$ cat src/rtl/nibble_accum_if.sv
// Operand and result handshake bundle for nibble_accum.
// The slave modport is the accumulator; the master modport is the producer/consumer side.
interface nibble_accum_if #(
   parameter int CNT_W = 4
);
   logic             in_valid;
   logic             in_ready;
   logic [3:0]       in_data;
   logic             in_last;
   logic             out_valid;
   logic             out_ready;
   logic [7:0]       out_sum;
   logic             out_ovf;
   logic [CNT_W-1:0] out_count;

   modport slave (
      input  in_valid, in_data, in_last, out_ready,
      output in_ready, out_valid, out_sum, out_ovf, out_count
   );

   modport master (
      output in_valid, in_data, in_last, out_ready,
      input  in_ready, out_valid, out_sum, out_ovf, out_count
   );
endinterface

$ cat src/rtl/nibble_accum.sv
// Serial nibble accumulator: one shared 4-bit adder builds an 8-bit running total
// over a group of operands, two add cycles per operand (low then high nibble).
module nibble_accum #(
   parameter int CNT_W = 4
) (
   input  logic           clock,
   input  logic           reset,
   nibble_accum_if.slave  bus
);

   typedef enum logic [1:0] {
      IDLE   = 2'd0,
      ADD_LO = 2'd1,
      ADD_HI = 2'd2,
      DONE   = 2'd3
   } state_t;

   state_t           state_q, state_d;
   logic [7:0]       acc_q, acc_d;
   logic [3:0]       op_q, op_d;
   logic             last_q, last_d;
   logic             carry_q, carry_d;
   logic             ovf_q, ovf_d;
   logic [CNT_W-1:0] count_q, count_d;

   logic [3:0]       add_a_s;
   logic [3:0]       add_b_s;
   logic             add_cin_s;
   logic [4:0]       add_res_s;

   // Shared adder operand steering: high pass only propagates the stored carry.
   always_comb begin
      add_a_s   = acc_q[3:0];
      add_b_s   = op_q;
      add_cin_s = 1'b0;
      if (state_q == ADD_HI) begin
         add_a_s   = acc_q[7:4];
         add_b_s   = 4'd0;
         add_cin_s = carry_q;
      end else begin
         add_a_s   = acc_q[3:0];
         add_b_s   = op_q;
         add_cin_s = 1'b0;
      end
      add_res_s = {1'b0, add_a_s} + {1'b0, add_b_s} + {4'd0, add_cin_s};
   end

   // Next-state and datapath update
   always_comb begin
      state_d = state_q;
      acc_d   = acc_q;
      op_d    = op_q;
      last_d  = last_q;
      carry_d = carry_q;
      ovf_d   = ovf_q;
      count_d = count_q;
      case (state_q)
         IDLE: begin
            if (bus.in_valid) begin
               op_d   = bus.in_data;
               last_d = bus.in_last;
               if (count_q != {CNT_W{1'b1}}) begin
                  count_d = count_q + {{(CNT_W-1){1'b0}}, 1'b1};
               end else begin
                  count_d = count_q;
               end
               state_d = ADD_LO;
            end else begin
               state_d = IDLE;
            end
         end
         ADD_LO: begin
            acc_d   = {acc_q[7:4], add_res_s[3:0]};
            carry_d = add_res_s[4];
            state_d = ADD_HI;
         end
         ADD_HI: begin
            acc_d = {add_res_s[3:0], acc_q[3:0]};
            // A carry out of the high nibble means the total wrapped past 255.
            ovf_d = ovf_q | add_res_s[4];
            if (last_q) begin
               state_d = DONE;
            end else begin
               state_d = IDLE;
            end
         end
         DONE: begin
            if (bus.out_ready) begin
               acc_d   = 8'd0;
               carry_d = 1'b0;
               ovf_d   = 1'b0;
               count_d = {CNT_W{1'b0}};
               state_d = IDLE;
            end else begin
               state_d = DONE;
            end
         end
         default: begin
            state_d = IDLE;
         end
      endcase
   end

   // State and datapath registers with synchronous reset
   always_ff @(posedge clock) begin
      if (reset) begin
         state_q <= IDLE;
         acc_q   <= 8'd0;
         op_q    <= 4'd0;
         last_q  <= 1'b0;
         carry_q <= 1'b0;
         ovf_q   <= 1'b0;
         count_q <= {CNT_W{1'b0}};
      end else begin
         state_q <= state_d;
         acc_q   <= acc_d;
         op_q    <= op_d;
         last_q  <= last_d;
         carry_q <= carry_d;
         ovf_q   <= ovf_d;
         count_q <= count_d;
      end
   end

   assign bus.in_ready  = (state_q == IDLE);
   assign bus.out_valid = (state_q == DONE);
   assign bus.out_sum   = acc_q;
   assign bus.out_ovf   = ovf_q;
   assign bus.out_count = count_q;

endmodule
$ cat src/flat_wrapper.sv
// flat-port wrapper written by rule: the top's interface ports become plain ports
module nibble_accum_flat 
#(
   parameter int CNT_W = 4
)
  (clock, reset, bus_in_valid, bus_in_data, bus_in_last, bus_out_ready, bus_in_ready, bus_out_valid, bus_out_sum, bus_out_ovf, bus_out_count);
  nibble_accum_if #(.CNT_W(CNT_W)) bus_i ();
  input  logic clock;
  input  logic reset;
  input wire logic [$bits(bus_i.in_valid)-1:0] bus_in_valid;
  input wire logic [$bits(bus_i.in_data)-1:0] bus_in_data;
  input wire logic [$bits(bus_i.in_last)-1:0] bus_in_last;
  input wire logic [$bits(bus_i.out_ready)-1:0] bus_out_ready;
  output wire logic [$bits(bus_i.in_ready)-1:0] bus_in_ready;
  output wire logic [$bits(bus_i.out_valid)-1:0] bus_out_valid;
  output wire logic [$bits(bus_i.out_sum)-1:0] bus_out_sum;
  output wire logic [$bits(bus_i.out_ovf)-1:0] bus_out_ovf;
  output wire logic [$bits(bus_i.out_count)-1:0] bus_out_count;
  assign bus_i.in_valid = bus_in_valid;
  assign bus_i.in_data = bus_in_data;
  assign bus_i.in_last = bus_in_last;
  assign bus_i.out_ready = bus_out_ready;
  assign bus_in_ready = bus_i.in_ready;
  assign bus_out_valid = bus_i.out_valid;
  assign bus_out_sum = bus_i.out_sum;
  assign bus_out_ovf = bus_i.out_ovf;
  assign bus_out_count = bus_i.out_count;
  nibble_accum #(.CNT_W(CNT_W)) u_core (.clock(clock), .reset(reset), .bus(bus_i));
endmodule
$ cat config.mk
export PLATFORM = sky130hd
export DESIGN_NAME = nibble_accum_flat
export DESIGN_NICKNAME = d
export VERILOG_FILES = /design/src/rtl/nibble_accum_if.sv /design/src/rtl/nibble_accum.sv /design/src/flat_wrapper.sv
export SDC_FILE = /design/constraint.sdc
export NUM_CORES = 1
export LEC_CHECK = 0
export BUFFER_PORTS_ARGS = -buffer_cell sky130_fd_sc_hd__buf_2
export CORE_UTILIZATION = 55
export DETAILED_ROUTE_END_ITERATION = 10
export PLACE_DENSITY = 0.81
export SYNTH_ARGS = -nofsm -noshare
export SYNTH_HDL_FRONTEND = slang
export SYNTH_SLANG_ARGS = --single-unit
$ cat constraint.sdc
create_clock -name clock -period 7.4 [get_ports clock]
set_clock_uncertainty 0.2 [all_clocks]
set_input_delay 1.11 -clock clock [delete_from_list [all_inputs] [get_ports clock]]
set_output_delay 1.11 -clock clock [all_outputs]
set_load 0.005 [all_outputs]
==> flow_summary.yaml, run 1 <==
cells_and_area:
  area_growth_pct: 12.2
  fin_nets: 166
  fill_cells: 147
  antenna_cells: 0
  drive_gt1_share_pct: 20.0
critical_path:
  arrival_ns: 2.86
  cp_slowest_cell: "dfxtp_1"
  crit_path_start_kind: "register"
  critPathKind: "register to register"
  path_common_cell: "fa_1"
  path_cells: "nand2b_1, nand2_1, fa_1, fa_1, xnor2_1, a32oi_1, nor2_1"
  cp_max_fo: 12
  endpoint_kind: "register"
  cpPeakStageDelay_ns: 0.60
  cp.required_ns: 7.46
timing:
  rsz0062_at_grt: "no"
  tns_ns: 0
  maxSlewHeadroom_pct: 62.6
  fin_crit_sh_pct: 37.9
  worst_slew_pin_slew_ns: 0.560
  setup_viol: 0
  finalHoldViolCount: 0
  slew_violations: 0
  fmax_ghz: 0.357
  min_period_ns: 2.80
routing:
  ant_nets: 0
  drtIter0Drc: 30
  dr.pass1.iters: 4
  routed_wl_um: 2080
  wl_per_cell_um: 11.9
  drc_errors: 0
  vias_per_cell: 5.22
  vias: 914
die:
  rows: 15
  die_w_um: 46.4
  ios: 24
  core_um2: 1780
  design.die.area_um2: 2150
  die_y_um: 46.4
  start_util_pct: 60.8
global_route:
  grt_use_total_pct: 21.9
  grt_pass1_wl_um: 3350
  grt_pass1_vias: 788
  grt_max_degree: 20
  grt_overflow: 0
  antenna_found_initial: 0
synth:
  synth_xor_area_share_pct: 3.23
  synth.yosys.seq_area_share_pct: 38.8
  synth_compound_area_share_pct: 10.7
  synth_area_per_cell_um2: 8.40
  synth_area_leaders: "dfxtp_1 (39%), nor2_1 (8.0%), nand2_1 (5.9%), ha_1 (4.6%), mux2i_1 (4.6%)"
  yosysUniqueCellTypes: 29
  syn_inst: 129
  syn_area_um2: 1080
  synth-simple-area-share_pct: 27.5
  synth_adder_area_share_pct: 8.31
  yosys_warnings: 0
  ys_seq_elements: 21
  syn-num-nets: 144
  synthMuxAreaShare_pct: 6.00
  synth_top_family_by_area: "simple AND/OR/NAND/NOR gates"
  synth_top_area_share_pct: 38.8
  synth_top_area_cell: "dfxtp_1"
cts:
  cts-resized-gates: 0
  cts_setup_buffers: 0
  clk_pin_slew_ns: 0.12
  cts_hold_buf: 0
  cts_made_buffers: 3
  cts-root-buf: "clkbuf_4"
  clkLatencyLatePin_ns: 0.30
  cts_sinks: 21
  cts_tree: "yes"
  clock_path_buffers: 2
  htree_num_levels: 1
power_and_ir_drop:
  max-vdd-ir-drop_mv: 0.0998
  p_per_area_nw_per_um2: 172
  p_sw_share_pct: 27.0
  pwr-share-clk_pct: 26.7
  power_frac_comb_pct: 14.7
  finalPower_uw: 209
  seqPwrFrac_pct: 58.6
  p_leak_uw: 0.000551
  p_int_uw: 152
  switchingPower_uw: 56.3
placement:
  place_hpwl_um: 1520
  place.gp.congestion: 0.821
  place.port_buffers: 23
outcome:
  status: "finished clean"
run:
  maxCapViolations: 0
min_path:
  hold_class: "register to register"
## path summary, 6_finish.rpt
| path | startpoint | end | slack (ns) | depth (start not counted) |
|---|---|---|---|---|
| worst max register to register | u_core.state_q[0]$_SDFF_PP0_ | u_core.bus.out_sum[2]$_SDFFE_PP0P_ | 4.60 | 7 |
| worst min-delay path | u_core.op_q[1]$_SDFFE_PP0P_ | u_core.op_q[1]$_SDFFE_PP0P_ | 0.30 | 2 |
| worst min register to register | u_core.op_q[1]$_SDFFE_PP0P_ | u_core.op_q[1]$_SDFFE_PP0P_ | 0.30 | 2 |
| worst max-delay path | u_core.state_q[0]$_SDFF_PP0_ | u_core.bus.out_sum[2]$_SDFFE_PP0P_ | 4.60 | 7 |
## registers in the layout, summed over array words and instances, names as in the netlist
name                  flops
u_core.last_q             1
u_core.bus.out_count      4
u_core.carry_q            1
u_core.bus.out_ovf        1
u_core.bus.out_sum        8
u_core.op_q               4
u_core.state_q            2
## metrics by stage
step | area [um2] | instances | hold WS, ns | util [%] | setup slack (ns)
2_1_floorplan | 1080 | 129 | 0.252 | - | 5.08
6_report | 1220 | 175 | 0.305 | 68.2 | 4.60
3_5_place_dp | 1190 | 171 | 0.283 | 66.7 | 4.62
3_3_place_gp | 1190 | 171 | 0.283 | 66.7 | 4.72
5_1_grt | 1220 | 175 | 0.332 | 68.2 | 4.36
4_1_cts | 1220 | 175 | 0.312 | 68.2 | 4.59
## Yosys cell counts
library cell  number
a32oi_1            1
nand3_1            8
a22oi_1            2
o21a_1             1
mux2i_1            5
or4_1              1
mux2_4             1
a21oi_1            8
and2_1             4
o21ai_0            2
nand2_1           17
ha_1               4
inv_1              5
nand2b_1           4
xor2_1             2
nor2b_1            1
nand4_1            1
buf_2              2
dfxtp_1           21
clkbuf_1           2
xnor2_1            2
buf_6              2
nor2_1            23
fa_1               2
and3_1             1
nor3b_4            1
a32o_1             3
o21ai_1            1
nor2_2             2
## cell usage in the layout, fill, tap and decap left out, drive strengths merged
cell,count
nor2,25
nor3b,1
mux2,1
inv,5
o21ai,3
nand4,1
dfxtp,21
o21a,1
a21oi,8
nor2b,1
ha,4
a32oi,1
mux2i,5
a32o,3
nand2b,4
xor2,2
xnor2,2
fa,2
buf,23
and3,1
nand3,8
or4,1
a22oi,2
nand2,17
and2,4
clkbuf,4
## final cells by class
| type | instances | area, um2 | share of cell area [%] |
|---|---|---|---|
| Timing Repair Buffer | 23 | 115 | 9.46 |
| Sequential cell | 21 | 420 | 34.6 |
| Tap cell | 25 | 31.3 | 2.57 |
| Inverter | 5 | 18.8 | 1.54 |
| Multi-Input combinational cell | 97 | 604 | 49.7 |
| Clock buffer | 4 | 26.3 | 2.16 |
## cells by family (layout without fill, tap and decap cells)
logic type | after synthesis | after routing
AO/OA/AOI/OAI | 18 | 18
flip-flops | 21 | 21
AND/OR/NAND/NOR | 63 | 63
adder cells (fa/ha/maj) | 6 | 6
XOR/XNOR | 4 | 4
multiplexers | 6 | 6
buffers and inverters | 11 | 32
## power by group through the flow
stage | clock, uW | combinational (uW) | sequential (uW)
final | 55.8 | 30.7 | 122
after global routing | 62.3 | 34.7 | 123
after CTS | 55.5 | 30.9 | 122
after detailed placement | 0 | 30.7 | 125
after global placement | 0 | 29.8 | 125
after floorplan | 0 | 25.2 | 123
## per-layer routing
layer,GRT usage (%),vias up,part of all wire [%]
li1,-,480,-
met1,31.5,401,49
met2,32.2,29,45
met3,4.71,4,4.9
met4,7.06,0,0.82
met5,0,-,0
## critical path, delay by kind of cell (launching register included)
kind                       cells  cell delay (ns)
and+or+nand+nor                3             0.67
xor gates and xnor gates       1             0.25
AOI/OAI and AO/OA              1             0.13
DFF                            1             0.60
adders and majority gates      2             0.90
Power figures use the tool's default switching activity.
==> run 2, diff against run 1 <==
ABC_AREA = 1   (was unset)
CORE_UTILIZATION = 47   (was 55)
PLACE_DENSITY = 0.73   (was 0.81)
clock period = 2.4 ns   (was 7.4 ns; I/O delays follow)
==> run 2 against run 1 <==
Core utilization fell by 11 points; critical path depth rose by 1; register-to-register slack got worse by 4.4 ns; critical endpoint unchanged; largest power group unchanged; synthesized area rose by 0.35%.
==> flow_summary.yaml, run 2 <==
cts:
  cts-root-buf: "clkbuf_4"
  htree_num_levels: 1
  cts_made_buffers: 3
  clock_path_buffers: 2
  cts_setup_buffers: 0
  cts_sinks: 21
  cts_tree: "yes"
  clk_pin_slew_ns: 0.11
  clkLatencyLatePin_ns: 0.30
critical_path:
  crit_path_start_kind: "register"
  cp_max_fo: 8
  critPathKind: "register to register"
  cp_num_buf_inv: 1
  cpPeakStageDelay_ns: 0.47
  cp.required_ns: 2.43
  endpoint_kind: "register"
  cp_slowest_cell: "fa_1"
  arrival_ns: 2.28
  cp_top_family: "adder cells"
  path_cells: "inv_2, nand2_2, nand2_1, fa_1, fa_1, xnor2_1, nand2_1, a21oi_1"
die:
  design.die.area_um2: 2510
  die_w_um: 50.1
  core_um2: 2190
  die_y_um: 50.1
  start_util_pct: 49.6
  ios: 24
  rows: 17
routing:
  vias_per_cell: 4.85
  ant_nets: 0
  drtIter0Drc: 19
  wl_per_cell_um: 10.1
  dr.pass1.iters: 4
  drc_errors: 0
  vias: 1038
  routed_wl_um: 2160
timing:
  setup_viol: 0
  maxSlewHeadroom_pct: 81.5
  min_period_ns: 2.24
  fmax_ghz: 0.446
  slew_violations: 0
  whs_ns: 0.107
  finalHoldViolCount: 0
  layout_setup_ws_ns: 0.157
  fin_crit_sh_pct: 93.5
  worst_slew_pin_slew_ns: 0.278
power_and_ir_drop:
  seqPwrFrac_pct: 56.7
  p_int_uw: 482
  pwr-share-clk_pct: 24.5
  p_leak_uw: 0.000644
  switchingPower_uw: 197
  power_frac_comb_pct: 18.8
  max-vdd-ir-drop_mv: 0.367
  p_sw_share_pct: 29.0
  finalPower_uw: 679
  p_per_area_nw_per_um2: 538
synth:
  synth.most_common_cell: "nand2_1"
  syn_inst: 160
  yosys_warnings: 0
  syn_area_um2: 1090
  syn-num-nets: 175
  ys_seq_elements: 21
  synth_area_per_cell_um2: 6.80
  async_flop_share_pct: 0
  synth_top_area_share_pct: 38.7
  synth.yosys.seq_area_share_pct: 38.7
  synth_area_leaders: "dfxtp_1 (39%), nand2_1 (17%), a21oi_1 (7.8%), inv_1 (6.9%), nor2_1 (4.8%)"
  ys.flop_type: "dfxtp_1"
  yosys-top-cells-count: "nand2_1 (49), dfxtp_1 (21), inv_1 (20)"
  synth_edf_count: 0
  yosysUniqueCellTypes: 21
  synth_top_area_cell: "dfxtp_1"
min_path:
  hold_class: "input port to register"
global_route:
  grt_use_total_pct: 20.3
  grt_overflow: 0
  antenna_found_initial: 0
  grt_max_degree: 15
  grt_pass1_wl_um: 3910
  grt_pass1_vias: 952
cells_and_area:
  drive_gt1_share_pct: 19.9
  fin_nets: 202
  final_cell_mix: "nand2_1 (49), buf_2 (23), inv_1 (20), dfxtp_1 (19), a21oi_1 (17)"
  postLayoutCellArea_um2: 1260
  antenna_cells: 0
  fill_cells: 208
  layout_commonest_cell: "nand2_1"
  area_growth_pct: 16.1
  largest_register_ffs: 8
placement:
  dp_slack_ns: 0.0265
  placed_area_um2: 1230
  place.gp.congestion: 0.867
  place_hpwl_um: 1640
  place.port_buffers: 23
outcome:
  status: "finished clean"
run:
  maxCapViolations: 0
[run 2: cell count changes in the layout (fill, tap and decap cells not counted), moves of 6 or more]
cell	delta
o21ai_0	+6
nand2_1	+32
nor2_1	-9
a21oi_1	+9
inv_1	+15
[run 2: cell families (layout without fill, tap and decap cells)]
kind of cell    Yosys count  count (layout)  synth area share (%)
simple gates             77              77                  28.8
compound gates           28              28                  13.2
buf+inv                  26              52                  9.32
flops                    21              21                  38.7
fa+ha+maj                 6               6                  8.29
xor+xnor                  1               1                 0.806
mux                       1               1                 0.921
[run 2: worst paths after layout]
path / start / endpoint / slack [ns] / depth (start not counted)
hold / removal: bus_in_data[1] / u_core.op_q[1]$_SDFFE_PP0P_ / 0.11 / 3
setup reg to reg: u_core.state_q[0]$_SDFF_PP0_ / u_core.bus.out_sum[2]$_SDFFE_PP0P_ / 0.16 / 8
hold reg to reg: u_core.op_q[3]$_SDFFE_PP0P_ / u_core.op_q[3]$_SDFFE_PP0P_ / 0.27 / 2
setup / recovery: u_core.state_q[0]$_SDFF_PP0_ / u_core.bus.out_sum[2]$_SDFFE_PP0P_ / 0.16 / 8
[run 2: through the flow]
| step | TNS [ns] | util, % | cells |
|---|---|---|---|
| floorplan | 0 | - | 160 |
| global placement | 0 | 56.3 | 210 |
| detailed placement | 0 | 56.3 | 210 |
| CTS | 0 | 57.5 | 214 |
| global route | -0.000365 | 57.6 | 214 |
| finish | 0 | 57.6 | 214 |
[run 2: final cells by class]
class / count / area [um2] / share of cell area, %
Sequential cell: 21 / 423 / 33.5
Tap cell: 28 / 35.0 / 2.78
Clock buffer: 4 / 26.3 / 2.08
Inverter: 24 / 90.1 / 7.14
Timing Repair Buffer: 24 / 123 / 9.71
Multi-Input combinational cell: 113 / 566 / 44.8
[run 2: power groups by stage]
stage	combinational [uW]	clock [uW]	sequential, uW
after global routing	148	184	388
after detailed placement	128	0	393
after floorplan	89.3	0	391
after global placement	124	0	392
after CTS	128	173	385
final	128	166	385
[run 2: tightest hold or removal path, cell delays in order]
cell	delay (ns)
buf_2	0.07
o21ai_0	0.07
nor2_1	0.08
[run 2: routing by layer]
metal,up-vias,GRT usage [%],share of wire (%)
li1,552,-,-
met1,465,27.7,51
met2,16,32.0,44
met3,5,2.78,2.9
met4,0,7.62,1.6
met5,-,0,0
[run 2: timing repair]
item / 4_1_cts / 5_1_grt
endpoints found under the hold margin: 0 / 0
setup endpoints to repair: 0 / 4
gates resized for setup: 0 / 3
hold buffers: 0 / 0
==> run 3, diff against run 2 <==
HOLD_SLACK_MARGIN = 0.15   (was unset)
==> run 3 against run 2 <==
Non-clock buffer count grew 4; sequential power is essentially flat; global-route usage grew 0.39 points; count of clock-buffer cells in the layout is the same; sequential cell count unchanged; power up 0.84%; routed wire length increased by 2.9%; final cell count up 1.9%; register-to-register slack is essentially flat.
==> flow_summary.yaml, run 3 (same netlist as run 2, synthesis figures left out) <==
global_route:
  grt_max_degree: 15
  antenna_found_initial: 0
  grt_overflow: 0
  grt_use_total_pct: 20.7
  grt_pass1_wl_um: 3980
  grt_pass1_vias: 975
timing:
  worst_slew_pin_slew_ns: 0.278
  min_period_ns: 2.24
  whs_ns: 0.161
  fmax_ghz: 0.446
  setup_viol: 0
  slew_violations: 0
  fin_crit_sh_pct: 93.5
  maxSlewHeadroom_pct: 81.5
  finalHoldViolCount: 0
critical_path:
  r2r_slack_ns: 0.16
  reg2reg_depth: 8
  arrival_ns: 2.28
  endpoint_kind: "register"
  cp_max_fo: 8
  r2r-start: "u_core.state_q[0]$_SDFF_PP0_"
  critPathKind: "register to register"
  cp.required_ns: 2.43
  crit_path_start_kind: "register"
  r2r_end: "u_core.bus.out_sum[2]$_SDFFE_PP0P_"
cells_and_area:
  layout_commonest_cell: "nand2_1"
  final_cell_mix: "nand2_1 (49), buf_2 (23), inv_1 (20), dfxtp_1 (19), a21oi_1 (17)"
  largest_register_ffs: 8
  layout.cells.non_filler: 218
  antenna_cells: 0
  area_growth_pct: 19.8
  fin_nets: 206
  drive_gt1_share_pct: 19.5
  fin_util_pct: 59.5
min_path:
  hold_class: "input port to register"
  hp-start: "bus_in_data[2]"
  whs_endpoint: "u_core.op_q[2]$_SDFFE_PP0P_"
  hold_path_depth: 3
cts:
  cts_made_buffers: 3
  clkLatencyLatePin_ns: 0.30
  cts_setup_buffers: 0
  cts-root-buf: "clkbuf_4"
  cts_sinks: 21
  clock_path_buffers: 2
  htree_num_levels: 1
  cts_tree: "yes"
  clk_pin_slew_ns: 0.11
routing:
  vias: 1054
  ant_nets: 0
  wl_per_cell_um: 10.2
  routed_wl_um: 2230
  vias_per_cell: 4.83
  drc_errors: 0
  drtIter0Drc: 19
  dr.pass1.iters: 4
die:
  rows: 17
  core_um2: 2190
  ios: 24
  design.die.area_um2: 2510
  die_y_um: 50.1
  start_util_pct: 49.6
  die_w_um: 50.1
outcome:
  status: "finished clean"
power_and_ir_drop:
  p_per_area_nw_per_um2: 526
  finalPower_uw: 685
  max-vdd-ir-drop_mv: 0.367
  p_leak_uw: 0.000661
run:
  maxCapViolations: 0
placement:
  dp.cells: 210
  place.port_buffers: 23
  place_hpwl_um: 1640
  place.gp.congestion: 0.867
## run 3: changes by cell type in the layout (fill, tap and decap cells not counted), sizes merged
cell | previous run | this run
dlygate4sd3 | 0 | 4
## run 3: power breakdown
group | internal, uW | total (uW) | switching [uW]
registers | 369 | 385 | 16.4
clock network | 64.7 | 167 | 102
logic | 53.1 | 133 | 80.0
total | 487 | 685 | 199
## run 3: layer usage
layer / global-route usage, % / part of all wire [%] / up-vias
met4: 7.62 / 1.5 / 0
li1: - / - / 560
met5: 0 / 0 / -
met2: 33.1 / 45 / 16
met3: 2.78 / 2.9 / 5
met1: 27.8 / 50 / 473
## run 3: worst max-delay path by stage
stage	slack, ns	end	cells past startpoint	startpoint
global placement	0.15	u_core.bus.out_ovf$_SDFFE_PP0P_	7	u_core.state_q[1]$_SDFF_PP0_
finish	0.16	u_core.bus.out_sum[2]$_SDFFE_PP0P_	8	u_core.state_q[0]$_SDFF_PP0_
CTS	0.02	u_core.bus.out_ovf$_SDFFE_PP0P_	7	u_core.state_q[1]$_SDFF_PP0_
global route	-0.0004	u_core.bus.out_ovf$_SDFFE_PP0P_	8	u_core.state_q[0]$_SDFF_PP0_
floorplan	0.15	u_core.bus.out_ovf$_SDFFE_PP0P_	9	u_core.state_q[1]$_SDFF_PP0_
detailed placement	0.03	u_core.bus.out_ovf$_SDFFE_PP0P_	7	u_core.state_q[1]$_SDFF_PP0_
## run 3: final cells by class
cell class | instances | area, um2
fillers | 204 | 888
repair buffers | 28 | 163
multi-input cells | 113 | 566
clock buffers | 4 | 26.3
flip-flops and latches | 21 | 423
inverters | 24 | 90.1
well taps | 28 | 35.0
## run 3: what timing repair did
item                       CTS  global route
setup endpoints to repair    0             4
resized for setup            0             3
hold endpoints to repair     4             0
hold buffers                 4             0
## run 3: worst max-delay path, stage by stage (launching register included)
cell and delay [ns]:
dfxtp_2 0.39, inv_2 0.05, nand2_2 0.14, nand2_1 0.10
fa_1 0.47, fa_1 0.42, xnor2_1 0.21, nand2_1 0.08
a21oi_1 0.13
## run 3: per-stage QoR
step | setup WS, ns | instance area (um2) | TNS (ns)
after global placement | 0.153 | 1230 | 0
after CTS | 0.0172 | 1300 | 0
after global routing | -0.000365 | 1300 | -0.000365
final | 0.156 | 1300 | 0
after detailed placement | 0.0265 | 1230 | 0
after floorplan | 0.147 | 1090 | 0
